`src/rtl/vga_sram_display_ctrl_if.sv`:
```
// SRAM read port and VGA DAC pins of the frame-buffer display controller.
// The controller drives everything except SRAM_DQ, which the SRAM returns.
interface vga_sram_display_ctrl_if #(
  parameter int ADDR_W = 20
);
  logic [ADDR_W-1:0] SRAM_ADDR;
  logic [15:0]       SRAM_DQ;
  logic              SRAM_CE_N;
  logic              SRAM_OE_N;
  logic              SRAM_WE_N;
  logic              SRAM_UB_N;
  logic              SRAM_LB_N;
  logic [7:0]        VGA_R;
  logic [7:0]        VGA_G;
  logic [7:0]        VGA_B;
  logic              VGA_HS;
  logic              VGA_VS;
  logic              VGA_BLANK_N;
  logic              VGA_SYNC_N;
  logic              VGA_CLK;

  modport master (
    output SRAM_ADDR, SRAM_CE_N, SRAM_OE_N, SRAM_WE_N, SRAM_UB_N, SRAM_LB_N,
    output VGA_R, VGA_G, VGA_B, VGA_HS, VGA_VS, VGA_BLANK_N, VGA_SYNC_N, VGA_CLK,
    input  SRAM_DQ
  );

  modport slave (
    input  SRAM_ADDR, SRAM_CE_N, SRAM_OE_N, SRAM_WE_N, SRAM_UB_N, SRAM_LB_N,
    input  VGA_R, VGA_G, VGA_B, VGA_HS, VGA_VS, VGA_BLANK_N, VGA_SYNC_N, VGA_CLK,
    output SRAM_DQ
  );
endinterface

```
`src/rtl/vga_sram_display_ctrl.sv`:
```
// Scans an RGB565 frame buffer out of async SRAM onto a VGA DAC through a
// two-stage pipeline (address, then data), with frame-synchronous vertical scroll.
module vga_sram_display_ctrl #(
  parameter int H_ACT  = 640,
  parameter int H_FP   = 16,
  parameter int H_SYNC = 96,
  parameter int H_BP   = 48,
  parameter int V_ACT  = 480,
  parameter int V_FP   = 10,
  parameter int V_SYNC = 2,
  parameter int V_BP   = 33,
  parameter int ADDR_W = 20
) (
  input  logic                    pixel_clk,
  input  logic                    rst_n,
  input  logic                    S,
  input  logic                    R,
  input  logic                    stop,
  vga_sram_display_ctrl_if.master bus
);
  localparam int H_TOT  = H_ACT + H_FP + H_SYNC + H_BP;
  localparam int V_TOT  = V_ACT + V_FP + V_SYNC + V_BP;
  localparam int HW     = $clog2(H_TOT);
  localparam int VW     = $clog2(V_TOT);
  localparam int HS_BEG = H_ACT + H_FP;
  localparam int HS_END = HS_BEG + H_SYNC;
  localparam int VS_BEG = V_ACT + V_FP;
  localparam int VS_END = VS_BEG + V_SYNC;

  logic [HW-1:0]     r_h;
  logic [VW-1:0]     r_v;
  logic [ADDR_W-1:0] r_base;
  logic [ADDR_W-1:0] r_addr;
  logic              r_run;
  logic              r_pend;
  logic              r_act1, r_hs1, r_vs1;
  logic              r_act2, r_hs2, r_vs2;
  logic [7:0]        r_red, r_grn, r_blu;

  logic              w_h_end, w_v_end, w_frame_end;
  logic              w_act0, w_hs0, w_vs0;
  logic [ADDR_W-1:0] w_pix_addr;

  assign w_h_end     = (r_h == HW'(H_TOT - 1));
  assign w_v_end     = (r_v == VW'(V_TOT - 1));
  assign w_frame_end = w_h_end && w_v_end;
  assign w_act0      = (r_h < HW'(H_ACT)) && (r_v < VW'(V_ACT));
  assign w_hs0       = !((r_h >= HW'(HS_BEG)) && (r_h < HW'(HS_END)));
  assign w_vs0       = !((r_v >= VW'(VS_BEG)) && (r_v < VW'(VS_END)));
  assign w_pix_addr  = r_base + ADDR_W'(r_v) * ADDR_W'(H_ACT) + ADDR_W'(r_h);

  // Raster position counters
  always_ff @(posedge pixel_clk or negedge rst_n) begin
    if (!rst_n) begin
      r_h <= {HW{1'b0}};
      r_v <= {VW{1'b0}};
    end else if (w_h_end) begin
      r_h <= {HW{1'b0}};
      r_v <= w_v_end ? {VW{1'b0}} : r_v + VW'(1);
    end else begin
      r_h <= r_h + HW'(1);
    end
  end

  // Scroll control; base only moves at frame end so a frame never tears
  always_ff @(posedge pixel_clk or negedge rst_n) begin
    if (!rst_n) begin
      r_run  <= 1'b0;
      r_pend <= 1'b0;
      r_base <= {ADDR_W{1'b0}};
    end else begin
      if (R) begin
        r_run <= 1'b0;
      end else if (S) begin
        r_run <= 1'b1;
      end
      if (R) begin
        r_pend <= 1'b1;
      end else if (w_frame_end) begin
        r_pend <= 1'b0;
      end
      if (w_frame_end) begin
        if (r_pend || R) begin
          r_base <= {ADDR_W{1'b0}};
        end else if (r_run && !stop) begin
          r_base <= r_base + ADDR_W'(H_ACT);
        end
      end
    end
  end

  // Stage 1: present the SRAM address, delay the timing flags
  always_ff @(posedge pixel_clk or negedge rst_n) begin
    if (!rst_n) begin
      r_addr <= {ADDR_W{1'b0}};
      r_act1 <= 1'b0;
      r_hs1  <= 1'b1;
      r_vs1  <= 1'b1;
    end else begin
      if (w_act0) begin
        r_addr <= w_pix_addr;
      end
      r_act1 <= w_act0;
      r_hs1  <= w_hs0;
      r_vs1  <= w_vs0;
    end
  end

  // Stage 2: capture SRAM data and expand RGB565 to 8 bits per channel
  always_ff @(posedge pixel_clk or negedge rst_n) begin
    if (!rst_n) begin
      r_red  <= 8'h00;
      r_grn  <= 8'h00;
      r_blu  <= 8'h00;
      r_act2 <= 1'b0;
      r_hs2  <= 1'b1;
      r_vs2  <= 1'b1;
    end else begin
      r_red  <= r_act1 ? {bus.SRAM_DQ[15:11], bus.SRAM_DQ[15:13]} : 8'h00;
      r_grn  <= r_act1 ? {bus.SRAM_DQ[10:5],  bus.SRAM_DQ[10:9]}  : 8'h00;
      r_blu  <= r_act1 ? {bus.SRAM_DQ[4:0],   bus.SRAM_DQ[4:2]}   : 8'h00;
      r_act2 <= r_act1;
      r_hs2  <= r_hs1;
      r_vs2  <= r_vs1;
    end
  end

  assign bus.SRAM_ADDR   = r_addr;
  assign bus.SRAM_CE_N   = 1'b0;
  assign bus.SRAM_OE_N   = 1'b0;
  assign bus.SRAM_WE_N   = 1'b1;
  assign bus.SRAM_UB_N   = 1'b0;
  assign bus.SRAM_LB_N   = 1'b0;
  assign bus.VGA_R       = r_red;
  assign bus.VGA_G       = r_grn;
  assign bus.VGA_B       = r_blu;
  assign bus.VGA_HS      = r_hs2;
  assign bus.VGA_VS      = r_vs2;
  assign bus.VGA_BLANK_N = r_act2;
  assign bus.VGA_SYNC_N  = 1'b0;
  assign bus.VGA_CLK     = ~pixel_clk;
endmodule

```
`src/flat_wrapper.sv`:
```
// flat-port wrapper written by rule: the top's interface ports become plain ports
module vga_sram_display_ctrl_flat 
#(
  parameter int H_ACT  = 640,
  parameter int H_FP   = 16,
  parameter int H_SYNC = 96,
  parameter int H_BP   = 48,
  parameter int V_ACT  = 480,
  parameter int V_FP   = 10,
  parameter int V_SYNC = 2,
  parameter int V_BP   = 33,
  parameter int ADDR_W = 20
)
  (pixel_clk, rst_n, S, R, stop, bus_SRAM_ADDR, bus_SRAM_CE_N, bus_SRAM_OE_N, bus_SRAM_WE_N, bus_SRAM_UB_N, bus_SRAM_LB_N, bus_VGA_R, bus_VGA_G, bus_VGA_B, bus_VGA_HS, bus_VGA_VS, bus_VGA_BLANK_N, bus_VGA_SYNC_N, bus_VGA_CLK, bus_SRAM_DQ);
  vga_sram_display_ctrl_if #(.ADDR_W(ADDR_W)) bus_i ();
  input  logic pixel_clk;
  input  logic rst_n;
  input  logic S;
  input  logic R;
  input  logic stop;
  output wire logic [$bits(bus_i.SRAM_ADDR)-1:0] bus_SRAM_ADDR;
  output wire logic [$bits(bus_i.SRAM_CE_N)-1:0] bus_SRAM_CE_N;
  output wire logic [$bits(bus_i.SRAM_OE_N)-1:0] bus_SRAM_OE_N;
  output wire logic [$bits(bus_i.SRAM_WE_N)-1:0] bus_SRAM_WE_N;
  output wire logic [$bits(bus_i.SRAM_UB_N)-1:0] bus_SRAM_UB_N;
  output wire logic [$bits(bus_i.SRAM_LB_N)-1:0] bus_SRAM_LB_N;
  output wire logic [$bits(bus_i.VGA_R)-1:0] bus_VGA_R;
  output wire logic [$bits(bus_i.VGA_G)-1:0] bus_VGA_G;
  output wire logic [$bits(bus_i.VGA_B)-1:0] bus_VGA_B;
  output wire logic [$bits(bus_i.VGA_HS)-1:0] bus_VGA_HS;
  output wire logic [$bits(bus_i.VGA_VS)-1:0] bus_VGA_VS;
  output wire logic [$bits(bus_i.VGA_BLANK_N)-1:0] bus_VGA_BLANK_N;
  output wire logic [$bits(bus_i.VGA_SYNC_N)-1:0] bus_VGA_SYNC_N;
  output wire logic [$bits(bus_i.VGA_CLK)-1:0] bus_VGA_CLK;
  input wire logic [$bits(bus_i.SRAM_DQ)-1:0] bus_SRAM_DQ;
  assign bus_SRAM_ADDR = bus_i.SRAM_ADDR;
  assign bus_SRAM_CE_N = bus_i.SRAM_CE_N;
  assign bus_SRAM_OE_N = bus_i.SRAM_OE_N;
  assign bus_SRAM_WE_N = bus_i.SRAM_WE_N;
  assign bus_SRAM_UB_N = bus_i.SRAM_UB_N;
  assign bus_SRAM_LB_N = bus_i.SRAM_LB_N;
  assign bus_VGA_R = bus_i.VGA_R;
  assign bus_VGA_G = bus_i.VGA_G;
  assign bus_VGA_B = bus_i.VGA_B;
  assign bus_VGA_HS = bus_i.VGA_HS;
  assign bus_VGA_VS = bus_i.VGA_VS;
  assign bus_VGA_BLANK_N = bus_i.VGA_BLANK_N;
  assign bus_VGA_SYNC_N = bus_i.VGA_SYNC_N;
  assign bus_VGA_CLK = bus_i.VGA_CLK;
  assign bus_i.SRAM_DQ = bus_SRAM_DQ;
  vga_sram_display_ctrl #(.H_ACT(H_ACT), .H_FP(H_FP), .H_SYNC(H_SYNC), .H_BP(H_BP), .V_ACT(V_ACT), .V_FP(V_FP), .V_SYNC(V_SYNC), .V_BP(V_BP), .ADDR_W(ADDR_W)) u_core (.pixel_clk(pixel_clk), .rst_n(rst_n), .S(S), .R(R), .stop(stop), .bus(bus_i));
endmodule
```
`config.mk`:
```
export PLATFORM = sky130hd
export DESIGN_NAME = vga_sram_display_ctrl_flat
export DESIGN_NICKNAME = d
export VERILOG_FILES = /design/src/rtl/vga_sram_display_ctrl_if.sv /design/src/rtl/vga_sram_display_ctrl.sv /design/src/flat_wrapper.sv
export SDC_FILE = /design/constraint.sdc
export NUM_CORES = 1
export LEC_CHECK = 0
export CAP_MARGIN = 0
export CORE_MARGIN = 1
export CORE_UTILIZATION = 51
export CTS_CLUSTER_SIZE = 20
export DETAILED_ROUTE_END_ITERATION = 7
export PLACE_DENSITY = 0.79
export SKIP_CTS_REPAIR_TIMING = 1
export SYNTH_ARGS = -nofsm -noshare
export SYNTH_HDL_FRONTEND = slang
export SYNTH_SLANG_ARGS = --single-unit
```
`constraint.sdc`:
```
create_clock -name pixel_clk -period 4.4 [get_ports pixel_clk]
set_input_delay 0.88 -clock pixel_clk [delete_from_list [all_inputs] [get_ports pixel_clk]]
set_output_delay 0.88 -clock pixel_clk [all_outputs]
set_load 0.02 [all_outputs]
```
## Word level (Yosys, flattened, before mapping)

Cells that the tools add are included.

| storage, ports and cells | value |
|---|---|
| bits in latches | 0 |
| logic and storage cells | 54 |
| output and inout bits | 54 |
| memories kept | 0 |
| flip-flop bits (word level) | 92 |
| input port bits | 21 |
| memory bits (read-only) | 0 |
| memory bits (writable) | 0 |

| operators by class | value |
|---|---|
| multipliers | 1 |
| muxes and demuxes | 11 |
| divide/modulo/power cells | 0 |
| add/sub/neg operators | 5 |
| bitwise operators | 1 |
| $lt $le $gt $ge | 6 |
| equality and inequality tests | 2 |
| shifts and indexed selects | 0 |
| reduce and logical (&&, ||, !) cells | 13 |

Operators by type and width:

| cell | number |
|---|---|
| 20-bit two-way mux | 2 |
| 8-bit two-way mux | 3 |
| 10-bit by 1-bit adder with 10-bit output, second input constant | 2 |
| 20-bit by 10-bit adder with 20-bit output | 1 |
| 20-bit by 10-bit adder with 20-bit output, second input constant | 1 |
| 20-bit adder | 1 |
| 10-bit == test, second input constant | 2 |
| 10-bit less-than comparator, second input constant | 2 |
| 10-bit by 9-bit less-than comparator with 1-bit output, second input constant | 2 |
| 10-bit two-way mux | 2 |
| 10-bit by 3-bit multiplier with 13-bit output, second input constant | 1 |
| 10-bit >= comparator, second input constant | 1 |
| 10-bit by 9-bit >= comparator with 1-bit output, second input constant | 1 |
| 2-bit nonzero test | 3 |
| 1-bit logical AND | 5 |
| 1-bit two-way mux | 4 |
| 1-bit logical NOT | 3 |
| 2-bit AND reduction | 1 |
| 1-bit logical OR | 1 |
| 1-bit NOT | 1 |

## Longest topological paths before layout

Gate-level depths: netlist of run 1.

| logic depth | value |
|---|---|
| word-level depth | 4 |
| gate-level depth with buffers | 16 |
| gate-level depth less buffers | 16 |

==> results of run 1 <==
## layout make-up
class	count	area (um^2)
fillers	648	2970
multi-input cells	323	2290
flip-flops and latches	77	1930
repair buffers	72	706
clock buffers	11	159
well taps	105	131
clock inverters	7	58.8
inverters	13	48.8
## per-layer routing
metal  wire length [um]  vias to the layer above
met1               3830                     1554
met3                674                       13
met5                  0                        -
li1                   -                     1607
met2               4090                      130
met4                123                        0
## state kept, by name (all words and copies together) (netlist names), 5 cells and up
name                  flops
u_core.r_v               10
u_core.bus.SRAM_ADDR     20
u_core.r_h               10
u_core.r_base            13
u_core.bus.VGA_R          5
u_core.bus.VGA_G          6
u_core.bus.VGA_B          5
## power breakdown
group	internal, uW	total, uW	switching (uW)	leakage (uW)
sequential	719	727	7.28	0.000971
clock	271	583	312	0.000118
combinational	47.3	98.1	50.8	0.00143
total	1040	1410	370	0.00252
## metrics by stage
step                      setup slack (ns)  hold WS (ns)
final                                0.194         0.360
after global routing               0.00359         0.369
after CTS                           0.0423         0.363
after detailed placement            0.0822         0.347
after global placement               0.208         0.347
after floorplan                      0.373         0.345
## synthesized netlist by cell type, drive strengths merged (2+ instances only)
| cell | count |
|---|---|
| dfstp | 4 |
| a31oi | 2 |
| clkbuf | 7 |
| nand3 | 12 |
| buf | 20 |
| nand4 | 8 |
| nor2b | 3 |
| a21oi | 13 |
| nor4b | 3 |
| inv | 14 |
| a21o | 6 |
| fa | 4 |
| nand4b | 2 |
| and4 | 6 |
| and2 | 19 |
| o41ai | 2 |
| o21a | 2 |
| nand2 | 51 |
| or4 | 2 |
| dfrtp | 73 |
| xnor2 | 21 |
| ha | 42 |
| o21ai | 33 |
| a211oi | 2 |
| conb | 2 |
| nor4 | 4 |
| nor3 | 10 |
| or3 | 2 |
| xor2 | 20 |
| nor2 | 31 |
| and3 | 4 |
## worst max-delay path, delay by kind of cell, from the launching register on
kind / cells / cell delay, ns
xor+xnor: 1 / 0.13
simple gates: 3 / 0.70
compound gates: 7 / 1.31
flops: 1 / 0.43
fa+ha+maj: 5 / 1.51
## worst paths after layout
check / start / end / slack (ns)
worst min-delay path: u_core.r_vs1 / u_core.bus.VGA_VS / 0.36
worst max register to register: u_core.r_v[3] / u_core.bus.SRAM_ADDR[19] / 0.19
max in group asynchronous: rst_n / u_core.r_v[3] / 3.09
min in group asynchronous: rst_n / u_core.bus.SRAM_ADDR[1] / 0.66
worst min register to register: u_core.r_vs1 / u_core.bus.VGA_VS / 0.36
worst max-delay path: u_core.r_v[3] / u_core.bus.SRAM_ADDR[19] / 0.19
## cell usage in the layout (no fill, tap or decap), types with 3 or more instances in the layout
cell / Yosys / routed
dfrtp_1: 73 / 72
clkdlybuf4s50_1: 0 / 67
nand2_1: 51 / 51
ha_1: 42 / 42
o21ai_0: 31 / 31
nor2_1: 30 / 30
xnor2_1: 21 / 21
xor2_1: 20 / 20
and2_1: 19 / 19
inv_1: 14 / 14
nand3_1: 12 / 12
a21oi_1: 13 / 12
nor3_1: 9 / 9
clkbuf_8: 0 / 9
nand4_1: 7 / 7
conb_1: 2 / 7
a21o_1: 6 / 6
and4_1: 6 / 6
buf_4: 14 / 6
and3_1: 4 / 4
fa_1: 4 / 4
dfstp_2: 4 / 4
nor2b_1: 3 / 3
inv_8: 0 / 3
## kinds of logic after synthesis
kind of cell               share of synthesized area
DFF                                            0.438
buffers and inverters                         0.0499
and+or+nand+nor                                0.198
other                                        0.00170
xor gates and xnor gates                      0.0813
adders and majority gates                      0.137
AOI/OAI and AO/OA                             0.0946
==> metrics.txt, run 1 <==
outcome finished clean; Clock Path Buffers 2; I/O pins 75; slowest CP cell dfrtp_2; PnR Total Power 1410 uW; final worst path period need 4.21 ns; DP HPWL 6480 um; Final nets 565; initial antenna violation count 0; post-synth cell types 53; Ant. Diodes 0; GR Layer Usage met3 0.0470; PortBufs 68; Final Setup Violations 0; starting density of the core 0.532; Pwr Density 264 nW/um^2; critical path class flip-flop to flip-flop; hold path cells 0; gr ovfl total 0; row count 33; critical path arrival 4.44 ns; CP cell instances ha_1 > ha_1 > fa_1 > a21o_1 > a21oi_2 > o21ai_0 > nor2_1 > xnor2_1 > ha_1 > ha_1 > nand4_1 > o22ai_2 > or4_1 > o221a_2 > o21a_1 > o31a_1; Tightest Pin Transition 1.07 ns; met1 usage 0.262; Area contributors post-synth dfrtp_1 41%, ha_1 12%, nand2_1 4.3%, xnor2_1 4.2%, xor2_1 4.0%; Routability Congestion 0.835; Setup crit end kind flip-flop; TritonCTS clock tree built; CP max FO 5; max_cap viols 0; CP dominant cell by count ha_1; prevailing post-synth register cell dfrtp_1; CP Launch Type flip-flop; Area growth, synth to finish 20.7%; Post-synth EDFFs 0; final hold violations 0; synthesized flop and latch total 77; unrepaired setup endpoints after global routing false; VDD IR-drop max 0.000181 V; worst r2r path cells 16; DR vias 3,304; placed instance area 5100 um^2; Synth top area share 0.414; fin util 0.642; vias per cell 5.43; root buf cell clkbuf_8; area of the mapped netlist 4420 um^2; first-pass GRT wire length 14,300 um; largest net degree at the start of global routing 78; setup TNS 0 ns; most crowded layer after global routing met2; placed instance count 590; core region area 8300 um^2; Tcrit/Tclk final 0.956; cts bufs inserted 9; die footprint 9030 um^2; Worst slew margin 0.287; met2 usage 0.338; starting DRC count in detailed routing 103; DRC 0; Fmax achieved 238 MHz; Synth area leader dfrtp_1; Non-Filler Instances 608; WP data required 4.63 ns; Hold Path Class flip-flop to flip-flop; CTS clk-pin slew, worst paths 0.09 ns; GRT Resource Usage Total 0.206; Clock Skew 0.0146 ns; remaining antenna violation count after routing 0; Die Wd 95.0 um; sequential share of the synthesized area 0.438; H-Tree Depth 3; yosys warns 0; max-slew violation total from the final report 0; number of global-route vias before repair 3,110; die height 95.0 um; finished layout cell area 5330 um^2; synthesized instance count 436; clock latency on the worst-skew pair 0.35 ns; Detailed Routing Iterations Pass 1 4; post-synthesis async set-or-reset flop share 1.00; Mean Syn Cell Area 10.1 um^2; WL per Instance 14.3 um; slowest cell delay on critical path 0.43 ns; share of layout cells above drive strength 1 0.0795; Leak 0.00252 uW; drt total wl 8720 um
Power figures use the tool's default switching activity.
==> run 2, diff against run 1 <==
CORE_UTILIZATION = 54   (was 51)
PLACE_DENSITY = 0.83   (was 0.79)
RECOVER_POWER = 50   (was not set)
==> run 2 against run 1 <==
The run now ends with capacitance limit, slew limit left. Fmax up 0.46%. Critical path depth unchanged. Clock skew down 0.0032 ns. Combinational power down 0.6%. Register-to-register slack better by 0.02 ns. Via count down 0.24%. First-iteration DRC count up 14%.
==> metrics.txt, run 2 (same netlist as run 1, synthesis figures left out) <==
max-slew violation total from the final report 78 (was 0); worst setup path endpoint u_core.bus.SRAM_ADDR[19] (unchanged); Tcrit/Tclk final 0.951 (was 0.956); worst r2r path cells 16 (unchanged); Area growth, synth to finish 20.9% (was 20.7%); die height 92.4 um (was 95.0 um); starting density of the core 0.566 (was 0.532); final worst path period need 4.19 ns (was 4.21 ns); first-pass GRT wire length 15,000 um (was 14,300 um); Ant. Diodes 0 (unchanged); DR vias 3,296 (was 3,304); Clock Skew 0.0114 ns (was 0.0146 ns); WP data required 4.65 ns (was 4.63 ns); worst reg2reg path endpoint u_core.bus.SRAM_ADDR[19] (unchanged); cts bufs inserted 9 (unchanged); gr ovfl total 0 (unchanged); DRC 0 (unchanged); setup TNS 0 ns (unchanged); TritonCTS clock tree built (unchanged); CP dominant cell by count ha_1 (unchanged); Detailed Routing Iterations Pass 1 4 (unchanged); fin util 0.684 (was 0.642); unrepaired setup endpoints after global routing false (unchanged); outcome finished with violations (was finished clean); Final nets 566 (was 565); largest net degree at the start of global routing 78 (unchanged); Worst slew margin -0.245 (was 0.287); Setup crit end kind flip-flop (unchanged); CP Launch Type flip-flop (unchanged); R2R Setup Slk 0.21 ns (was 0.19 ns); Clock Path Buffers 2 (unchanged); Routability Congestion 0.898 (was 0.835); Non-Filler Instances 606 (was 608); PortBufs 68 (unchanged); Fmax achieved 239 MHz (was 238 MHz); Final Setup Violations 0 (unchanged); critical path arrival 4.43 ns (was 4.44 ns); worst r2r src u_core.r_v[3] (unchanged); Crit. Startpoint u_core.r_v[3] (unchanged); finished layout cell area 5340 um^2 (was 5330 um^2); Die Wd 92.4 um (was 95.0 um); initial antenna violation count 0 (unchanged); most common cell after layout, fill and taps aside dfrtp_1 (unchanged); slowest cell delay on critical path 0.44 ns (was 0.43 ns); starting DRC count in detailed routing 117 (was 103); root buf cell clkbuf_8 (unchanged); number of global-route vias before repair 3,313 (was 3,110); final hold violations 0 (unchanged); clock latency on the worst-skew pair 0.36 ns (was 0.35 ns); CTS clk-pin slew, worst paths 0.08 ns (was 0.09 ns); slowest CP cell dfrtp_2 (unchanged); share of layout cells above drive strength 1 0.0833 (was 0.0795); WL per Instance 14.7 um (was 14.3 um); max reg flops 20 (unchanged); Leak 0.00251 uW (was 0.00252 uW); CP cell instances ha_1 > ha_1 > fa_2 > a21o_1 > a21oi_2 > o21ai_0 > nor2_1 > xnor2_1 > ha_1 > ha_1 > nand4_1 > o22ai_2 > or4_4 > o221a_2 > o21a_1 > o31a_1 (was ha_1 > ha_1 > fa_1 > a21o_1 > a21oi_2 > o21ai_0 > nor2_1 > xnor2_1 > ha_1 > ha_1 > nand4_1 > o22ai_2 > or4_1 > o221a_2 > o21a_1 > o31a_1); placed instance count 588 (was 590); # fillers 591 (was 648); failing checks capacitance limit, slew limit; DP HPWL 6650 um (was 6480 um); die footprint 8540 um^2 (was 9030 um^2); I/O pins 75 (unchanged); placed instance area 5100 um^2 (about the same); Pwr Density 262 nW/um^2 (was 264 nW/um^2); CP max FO 6 (was 5); VDD IR-drop max 0.000177 V (was 0.000181 V); row count 32 (was 33); GRT Resource Usage Total 0.226 (was 0.206); vias per cell 5.44 (was 5.43); H-Tree Depth 3 (unchanged); remaining antenna violation count after routing 0 (unchanged); commonest non-fill, non-tap cells in the layout 72 x dfrtp_1, 64 x clkdlybuf4s50_1, 51 x nand2_1 (was 72 x dfrtp_1, 67 x clkdlybuf4s50_1, 51 x nand2_1); max_cap viols 1 (was 0); Worst Hold Margin 0.361 ns (was 0.360 ns); critical path class flip-flop to flip-flop (unchanged); Hold Path Class flip-flop to flip-flop (unchanged); core region area 7810 um^2 (was 8300 um^2); drt total wl 8940 um (was 8720 um); Tightest Pin Transition 1.87 ns (was 1.07 ns)
## run 2: changes by cell type in the layout (fill, tap and decap cells not counted), moves of 2 or more
cell / delta
dlygate4sd3_1: +3
clkinv_2: +2
and2_0: +14
and2_1: -14
inv_8: -3
clkdlybuf4s50_1: -3
clkinv_4: +2
inv_4: -2
## run 2: power by group
| part | switching (uW) | internal (uW) |
|---|---|---|
| Combinational | 51.6 | 45.9 |
| Sequential | 7.71 | 719 |
| Clock | 283 | 291 |
## run 2: worst max-delay path, delay by kind of cell (launching register included)
family | cells | cell delay [ns]
xor+xnor | 1 | 0.13
compound gates | 7 | 1.26
flops | 1 | 0.44
simple gates | 3 | 0.72
fa+ha+maj | 5 | 1.53
## run 2: how the worst min path moves through the flow
stage,startpoint,to,slack (ns),cells after the start
floorplan,u_core.r_hs1,u_core.bus.VGA_HS,0.35,0
global placement,u_core.r_hs1,u_core.bus.VGA_HS,0.35,0
detailed placement,u_core.r_hs1,u_core.bus.VGA_HS,0.35,0
global route,u_core.r_hs1,u_core.bus.VGA_HS,0.37,0
CTS,u_core.r_vs1,u_core.bus.VGA_VS,0.36,0
finish,u_core.r_vs1,u_core.bus.VGA_VS,0.36,0
## run 2: final cells by class
class,instances,area [um^2],share of cell area
clock inverters,5,31.3,0.00586
well taps,102,128,0.0239
multi-input cells,323,2300,0.431
clock buffers,13,188,0.0352
flip-flops and latches,77,1930,0.362
repair buffers,73,711,0.133
inverters,13,48.8,0.00914
## run 2: per-layer routing
metal  share of wire  track usage
met1            0.44        0.270
met2            0.48        0.375
met5               0            0
met3           0.055       0.0575
met4           0.029        0.117
## run 2: per-stage QoR
step	power, uW	worst slack [ns]
global placement	873	0.216
finish	1400	0.214
detailed placement	875	0.0405
floorplan	804	0.373
global route	1460	0.0289
CTS	1420	-0.0109
==> run 3, diff against run 2 <==
CTS_CLUSTER_DIAMETER = 150   (was not set)
==> results of run 3 <==
Final layout, timing and power as in run 2 (identical DEF).
